--- src/rtl/layer_serializer.sv ---
// layer_serializer
//   Captures one result vector of NB_POSITRON posits from the upstream
//   positron layer and replays it as a stream, one posit per accepted
//   word. The stream is framed with sow_o on the first word and eow_o on
//   the last word of each window.
//
// Ports
//   clk       : rising-edge clock
//   rst_n     : asynchronous active-low reset
//   rts_i     : upstream result vector valid
//   rtr_o     : block can accept a result vector (only while IDLE)
//   posits_i  : result vector, positron k at [k*POSIT_WIDTH +: POSIT_WIDTH]
//   rts_o     : posit_o / sow_o / eow_o carry a valid stream word
//   rtr_i     : downstream accepts the current word
//   sow_o     : first word of a window
//   eow_o     : last word of a window
//   posit_o   : current stream word
module layer_serializer #(
  parameter int POSIT_WIDTH = 4,
  parameter int NB_POSITRON = 16
) (
  input  logic                               clk,
  input  logic                               rst_n,
  input  logic                               rts_i,
  output logic                               rtr_o,
  input  logic [NB_POSITRON*POSIT_WIDTH-1:0] posits_i,
  output logic                               rts_o,
  input  logic                               rtr_i,
  output logic                               sow_o,
  output logic                               eow_o,
  output logic [POSIT_WIDTH-1:0]             posit_o
);

  localparam int IDX_W = (NB_POSITRON > 1) ? $clog2(NB_POSITRON) : 1;
  localparam logic [IDX_W-1:0] LAST_IDX = IDX_W'(NB_POSITRON - 1);

  typedef enum logic {
    IDLE = 1'b0,
    SEND = 1'b1
  } state_t;

  state_t                 state_reg;
  logic [IDX_W-1:0]       index_reg;
  logic [POSIT_WIDTH-1:0] buffer_reg [NB_POSITRON];
  logic [POSIT_WIDTH-1:0] word_mux;
  logic                   capture;

  // Capture only happens from IDLE; while sending, upstream inputs are
  // ignored so a held rts_i/posits_i cannot disturb the buffered window.
  assign capture = (state_reg == IDLE) && rts_i;

  // Control FSM: index walks 0..NB_POSITRON-1 and stops at the last word,
  // handing back to IDLE on its acceptance (one bubble between windows).
  always_ff @(posedge clk or negedge rst_n) begin
    if (!rst_n) begin
      state_reg <= IDLE;
      index_reg <= '0;
    end else begin
      case (state_reg)
        IDLE: begin
          if (rts_i) begin
            state_reg <= SEND;
            index_reg <= '0;
          end
        end
        SEND: begin
          if (rtr_i) begin
            if (index_reg == LAST_IDX) begin
              state_reg <= IDLE;
              index_reg <= '0;
            end else begin
              index_reg <= index_reg + 1'b1;
            end
          end
        end
        default: begin
          state_reg <= IDLE;
          index_reg <= '0;
        end
      endcase
    end
  end

  // One register per positron slot, loaded in parallel on capture.
  generate
    for (genvar gi = 0; gi < NB_POSITRON; gi++) begin : g_buf
      always_ff @(posedge clk or negedge rst_n) begin
        if (!rst_n) begin
          buffer_reg[gi] <= '0;
        end else if (capture) begin
          buffer_reg[gi] <= posits_i[gi*POSIT_WIDTH +: POSIT_WIDTH];
        end
      end
    end
  endgenerate

  // Word select written as a compare-per-slot mux so the index width never
  // has to match the (possibly non power-of-two) buffer depth.
  always_comb begin
    word_mux = '0;
    for (int i = 0; i < NB_POSITRON; i++) begin
      if (index_reg == IDX_W'(i)) begin
        word_mux = buffer_reg[i];
      end
    end
  end

  // All outputs decode registered state only; nothing depends on rtr_i or
  // rts_i combinationally.
  assign rtr_o   = (state_reg == IDLE);
  assign rts_o   = (state_reg == SEND);
  assign posit_o = (state_reg == SEND) ? word_mux : '0;
  assign sow_o   = (state_reg == SEND) && (index_reg == '0);
  assign eow_o   = (state_reg == SEND) && (index_reg == LAST_IDX);

endmodule

--- config.mk ---
export PLATFORM = sky130hd
export DESIGN_NAME = layer_serializer
export DESIGN_NICKNAME = d
export VERILOG_FILES = /design/src/rtl/layer_serializer.sv
export SDC_FILE = /design/constraint.sdc
export NUM_CORES = 1
export LEC_CHECK = 0
export ABC_AREA = 1
export CORE_MARGIN = 2
export CORE_UTILIZATION = 23
export DETAILED_ROUTE_END_ITERATION = 6
export DONT_BUFFER_PORTS = 1
export HOLD_SLACK_MARGIN = 0.03
export PLACE_DENSITY_LB_ADDON = 0.3
export SYNTH_ARGS = -nofsm -noshare
export SYNTH_HDL_FRONTEND = slang
export SYNTH_SLANG_ARGS = --single-unit
--- constraint.sdc ---
create_clock -name clk -period 5.1 [get_ports clk]
set_input_delay 0.765 -clock clk [delete_from_list [all_inputs] [get_ports clk]]
set_output_delay 0.765 -clock clk [all_outputs]
set_load 0.005 [all_outputs]
=== Word-level counts from Yosys, hierarchy flattened ===
Index checks and enable logic that the tools add are counted.

* Register bits after elaboration: 69
* Bits in latches: 0
* RAM bits: 0
* Bits in read-only memories: 0
* Bits of input ports: 68
* Output and inout port bits: 8
* Logic and storage cells: 67
* Memories kept: 0

* $add $sub $neg: 1
* Multiply operators: 0
* Div/mod/pow operators: 0
* $lt $le $gt $ge: 0
* Equal/unequal tests: 17
* Shift-type cells: 0
* Multiplexer cells: 25
* Bitwise gates (word level): 1
* Reduce and logical (&&, ||, !) cells: 5

{| class="wikitable"
|+ Operator list
! cell !! count
|-
| 2-to-1 mux 4 bit || 20
|-
| == test 4 bit, second input constant || 8
|-
| == test 4 x 3 -> 1 bit, second input constant || 4
|-
| == test 4 x 2 -> 1 bit, second input constant || 2
|-
| one-hot mux 4 bit (2 select lines) || 1
|-
| adder 4 x 1 -> 4 bit, second input constant || 1
|-
| == test 4 x 1 -> 1 bit, second input constant || 1
|-
| logical NOT 4 bit || 1
|-
| inequality test 2 bit, second input constant || 2
|-
| logical AND 1 bit || 3
|-
| 2-to-1 mux 1 bit || 3
|-
| one-hot mux 1 bit (2 select lines) || 1
|-
| AND reduction 2 bit || 1
|-
| NOT 1 bit || 1
|}

=== Logic depth before layout (Yosys ltp) ===
* Depth after elaboration: 18
* Mapped depth: 19
* Gate-level depth less buffers: 19

=== Least setup slack after synthesis ===
No wires, ideal clock.

* Path type: flip-flop to output port
* Start: reg index_reg[0]
* End: out posit_o[2]
* Arrival time: 1.706 ns
* Data required time: 4.335 ns
* Setup slack: 2.629 ns
* Cell stages (with the launch flop): 17
* Path buffers: 0
* Cells stage by stage: dfrtp_1 inv_1 ha_1 inv_1 nor2_4 inv_1 or2_2 nand3_1 nand2_1 nand2_1 nand2_1 nand2_1 nand2_1 nand2_1 nand2_1 nand2_1 a21oi_2

* Cells in the longest elaborated chain, start to end: 18
* Elaborated cells between the ends (all ways): 33
* Classes of those cells: 15 x eq/ne; 17 x mux; 1 x reduce/logical

{| class="wikitable"
|+ RTL lines
! element !! line !! text
|-
| start, declared || 43 || <nowiki>logic [IDX_W-1:0] index_reg;</nowiki>
|-
| start signal, assigned || 72 || <nowiki>index_reg <= index_reg + 1'b1;</nowiki>
|-
| logical NOT 4 bit || 102 || <nowiki>if (index_reg == IDX_W'(i)) begin</nowiki>
|-
| 2-to-1 mux 4 bit (15 in series) || 102 ||
|-
| 2-to-1 mux 4 bit * || 102 ||
|-
| 2-to-1 mux 4 bit * || 112 || <nowiki>assign posit_o = (state_reg == SEND) ? word_mux : '0;</nowiki>
|-
| end, declared || 31 || <nowiki>output logic [POSIT_WIDTH-1:0] posit_o</nowiki>
|}

Every way passes the cells marked *; elsewhere a longest branch is shown, timed or not.

=== Worst setup path after layout ===
* Start: reg index_reg[1]
* End: out posit_o[0]

Same word-level chain as after synthesis.

==> out/metrics.yaml <==
sta:
  slew_violations: 0
  hold_violations: 0
  worst_slew_pin_slew_ns: 1.05
  post-route-min-period_ns: 3.22
  finalSetupTns_ns: 0
  whs_ns: 0.132
  setup_viol: 0
  relSlewSlack: 0.297
  fin_crit_sh: 0.631
  fmax_mhz: 311
  rsz0062_at_grt: "no"
  clock_skew_ns: 0.00617
yosys:
  synth_top_cell_by_area: "dfrtp_1"
  synth_nets: 567
  synth-seq-area-share: 0.495
  synth_area_um2: 3490
  ys_ff_latch: 69
  synth.top_cells.by_count: "nand2_1 (274), dfrtp_1 (69), nor2_1 (38)"
  async_flop_share: 1.00
  synth_flop_cell: "dfrtp_1"
  yosys-top-cells-area: "dfrtp_1 (50%), nand2_1 (29%), nor2_1 (4.1%), inv_1 (4.0%), nand3_1 (1.9%)"
  synth_edf_count: 0
  ys_types: 21
  yosysMostFrequentCell: "nand2_1"
  syn_inst: 495
  yosysTopAreaCellShare: 0.495
  yosysWarnings: 0
  syn_avg_cell_area_um2: 7.04
power_and_ir_drop:
  clkPwrFrac: 0.277
  p_comb_frac: 0.316
  seq_power_share: 0.407
  power_w: 0.00232
  internal-power_w: 0.00146
  irDropWorstVdd_mv: 0.181
  power_density_nw_per_um2: 581
  switchingPower_w: 0.000858
  sw_frac_of_total: 0.370
  leakagePower_nw: 2.12
placed_design:
  hpwl_mm: 6.99
  portBuffers: 0
  gp_congestion: 0.820
global_route:
  grt_overflow: 0
  grt_pass1_vias: 3231
  grt_max_degree: 70
  grt_usage: 0.129
  antenna_found_initial: 0
  grt_first_pass_wirelength_mm: 16.2
floorplanning:
  rows: 45
  start_util: 0.232
  die_w_um: 127
  core_region_area_um2: 15000
  io_pins: 76
  fp.dieArea_um2: 16200
  fp.dieH_um: 127
cts:
  post_cts_buffers: 0
  htree_levels: 3
  ctsHoldBuffers: 0
  cts_buffer_depth: 2
  ctsResizeCount: 0
  cts_tree: "built"
  ctsRootBufferMaster: "clkbuf_16"
  cts_buffers: 9
  cts_sinks: 69
  worstSkewPairLatency_ns: 0.33
  path_clk_slew_ns: 0.05
setup_path:
  setup.worst_path.end_class: "primary output"
  reg2reg_depth: 4
  cp_common_cell: "nand2_1"
  crit_fanout: 8
  reg2reg_from: "rts_o"
  r2r_slack_ns: 3.30
  critical_path_class: "reg -> out"
  slowest_delay_ns: 0.42
  reg2reg_to: "index_reg[2]"
  worstPathCellList: "inv_1, ha_1, inv_1, nor2_1, nand2_1, nand3_1, nand2_1, nand4_1, nand2_1, nand2_1, nand2_1, nand2_1, nand2_1, nand2_1, nand3_1, nand3_1, nand2_1, a21oi_1"
  arrival_ns: 2.45
  slowest_stage: "dfrtp_1"
  required_ns: 4.34
  cp-start-kind: "flip-flop"
routing:
  drt_iter0_markers: 115
  wl_mm: 9.42
  avgRoutedWirePerCell_um: 13.7
  drc_errors: 0
  drtPass1Iterations: 4
  vias: 2914
  routed_via_density: 4.25
  ant_nets: 0
layout:
  area_growth_syn_to_layout_pct: 14.7
  largest_reg_flops: 64
  diodes: 0
  layout-drive-gt1-share: 0.0602
  fin_nets: 566
job:
  cap_violations: 0
worst_hold_path:
  hold_class: "in -> async"
outcome:
  status: "completed"
## layer usage
metal	track usage	part of all wire	wire length, µm
met3	0.0415	0.048	453
met5	0	0	0
met4	0.0465	0.013	122
met2	0.205	0.47	4410
met1	0.164	0.47	4440
## final cells by class
class | count | area, µm²
tap | 188 | 235
clock buffer | 12 | 267
sequential | 69 | 1730
multi-input combinational | 374 | 1570
clock inverter | 3 | 43.8
timing repair buffer | 1 | 7.51
fill | 1654 | 11000
inverter | 39 | 146
## critical path: cells and delay by family, from the launching register on
| kind | cells | cell delay [ns] |
|---|---|---|
| compound gates | 1 | 0.18 |
| flops | 1 | 0.42 |
| simple gates | 14 | 1.09 |
| fa+ha+maj | 1 | 0.17 |
| buf+inv | 2 | 0.25 |
## worst max path at each step
stage          cells past startpoint    startpoint    endpoint  slack (ns)
2_1_floorplan                     16  index_reg[0]  posit_o[2]        2.63
3_3_place_gp                      18  index_reg[1]  posit_o[1]        2.21
3_5_place_dp                      18  index_reg[1]  posit_o[1]        2.21
4_1_cts                           18  index_reg[1]  posit_o[1]        1.83
5_1_grt                           18  index_reg[1]  posit_o[1]        1.53
6_report                          18  index_reg[1]  posit_o[0]        1.88
## cell usage in the layout (no fill, tap or decap), types with 2 or more instances in the layout
cell type | Yosys | routed
a21oi_1 | 9 | 9
o21ai_0 | 12 | 12
nand3_1 | 13 | 13
a21oi_2 | 2 | 2
nor2_1 | 38 | 37
inv_2 | 2 | 2
ha_1 | 4 | 4
inv_1 | 37 | 37
clkbuf_16 | 0 | 9
or2_2 | 6 | 6
clkbuf_8 | 0 | 3
nor2_4 | 2 | 3
nand2_1 | 274 | 274
dfrtp_1 | 69 | 69
nand4_1 | 8 | 8
## cells by family (layout without fill, tap and decap cells)
logic type | Yosys count | in the layout | share of synthesized area
compound gates | 25 | 25 | 0.0391
xor+xnor | 1 | 1 | 0.00251
fa+ha+maj | 4 | 4 | 0.0144
buf+inv | 52 | 55 | 0.0560
flops | 69 | 69 | 0.495
simple gates | 344 | 344 | 0.393
## through the flow
stage	setup WS (ns)	instance area, µm²	util	std cells
after floorplan	2.63	3490	-	495
after global placement	2.21	3690	0.245	671
after detailed placement	2.21	3690	0.245	671
after CTS	1.83	4000	0.266	686
after global routing	1.53	4000	0.266	686
final	1.88	4000	0.266	686
## power groups by stage
stage	Combinational (W)	Clock (W)	Sequential, W
after floorplan	0.000588	0	0.000894
after global placement	0.000740	0	0.000952
after detailed placement	0.000748	0	0.000957
after CTS	0.000751	0.000662	0.000951
after global routing	0.000892	0.000685	0.000981
final	0.000733	0.000643	0.000946
(Power assumes the default switching activity.)
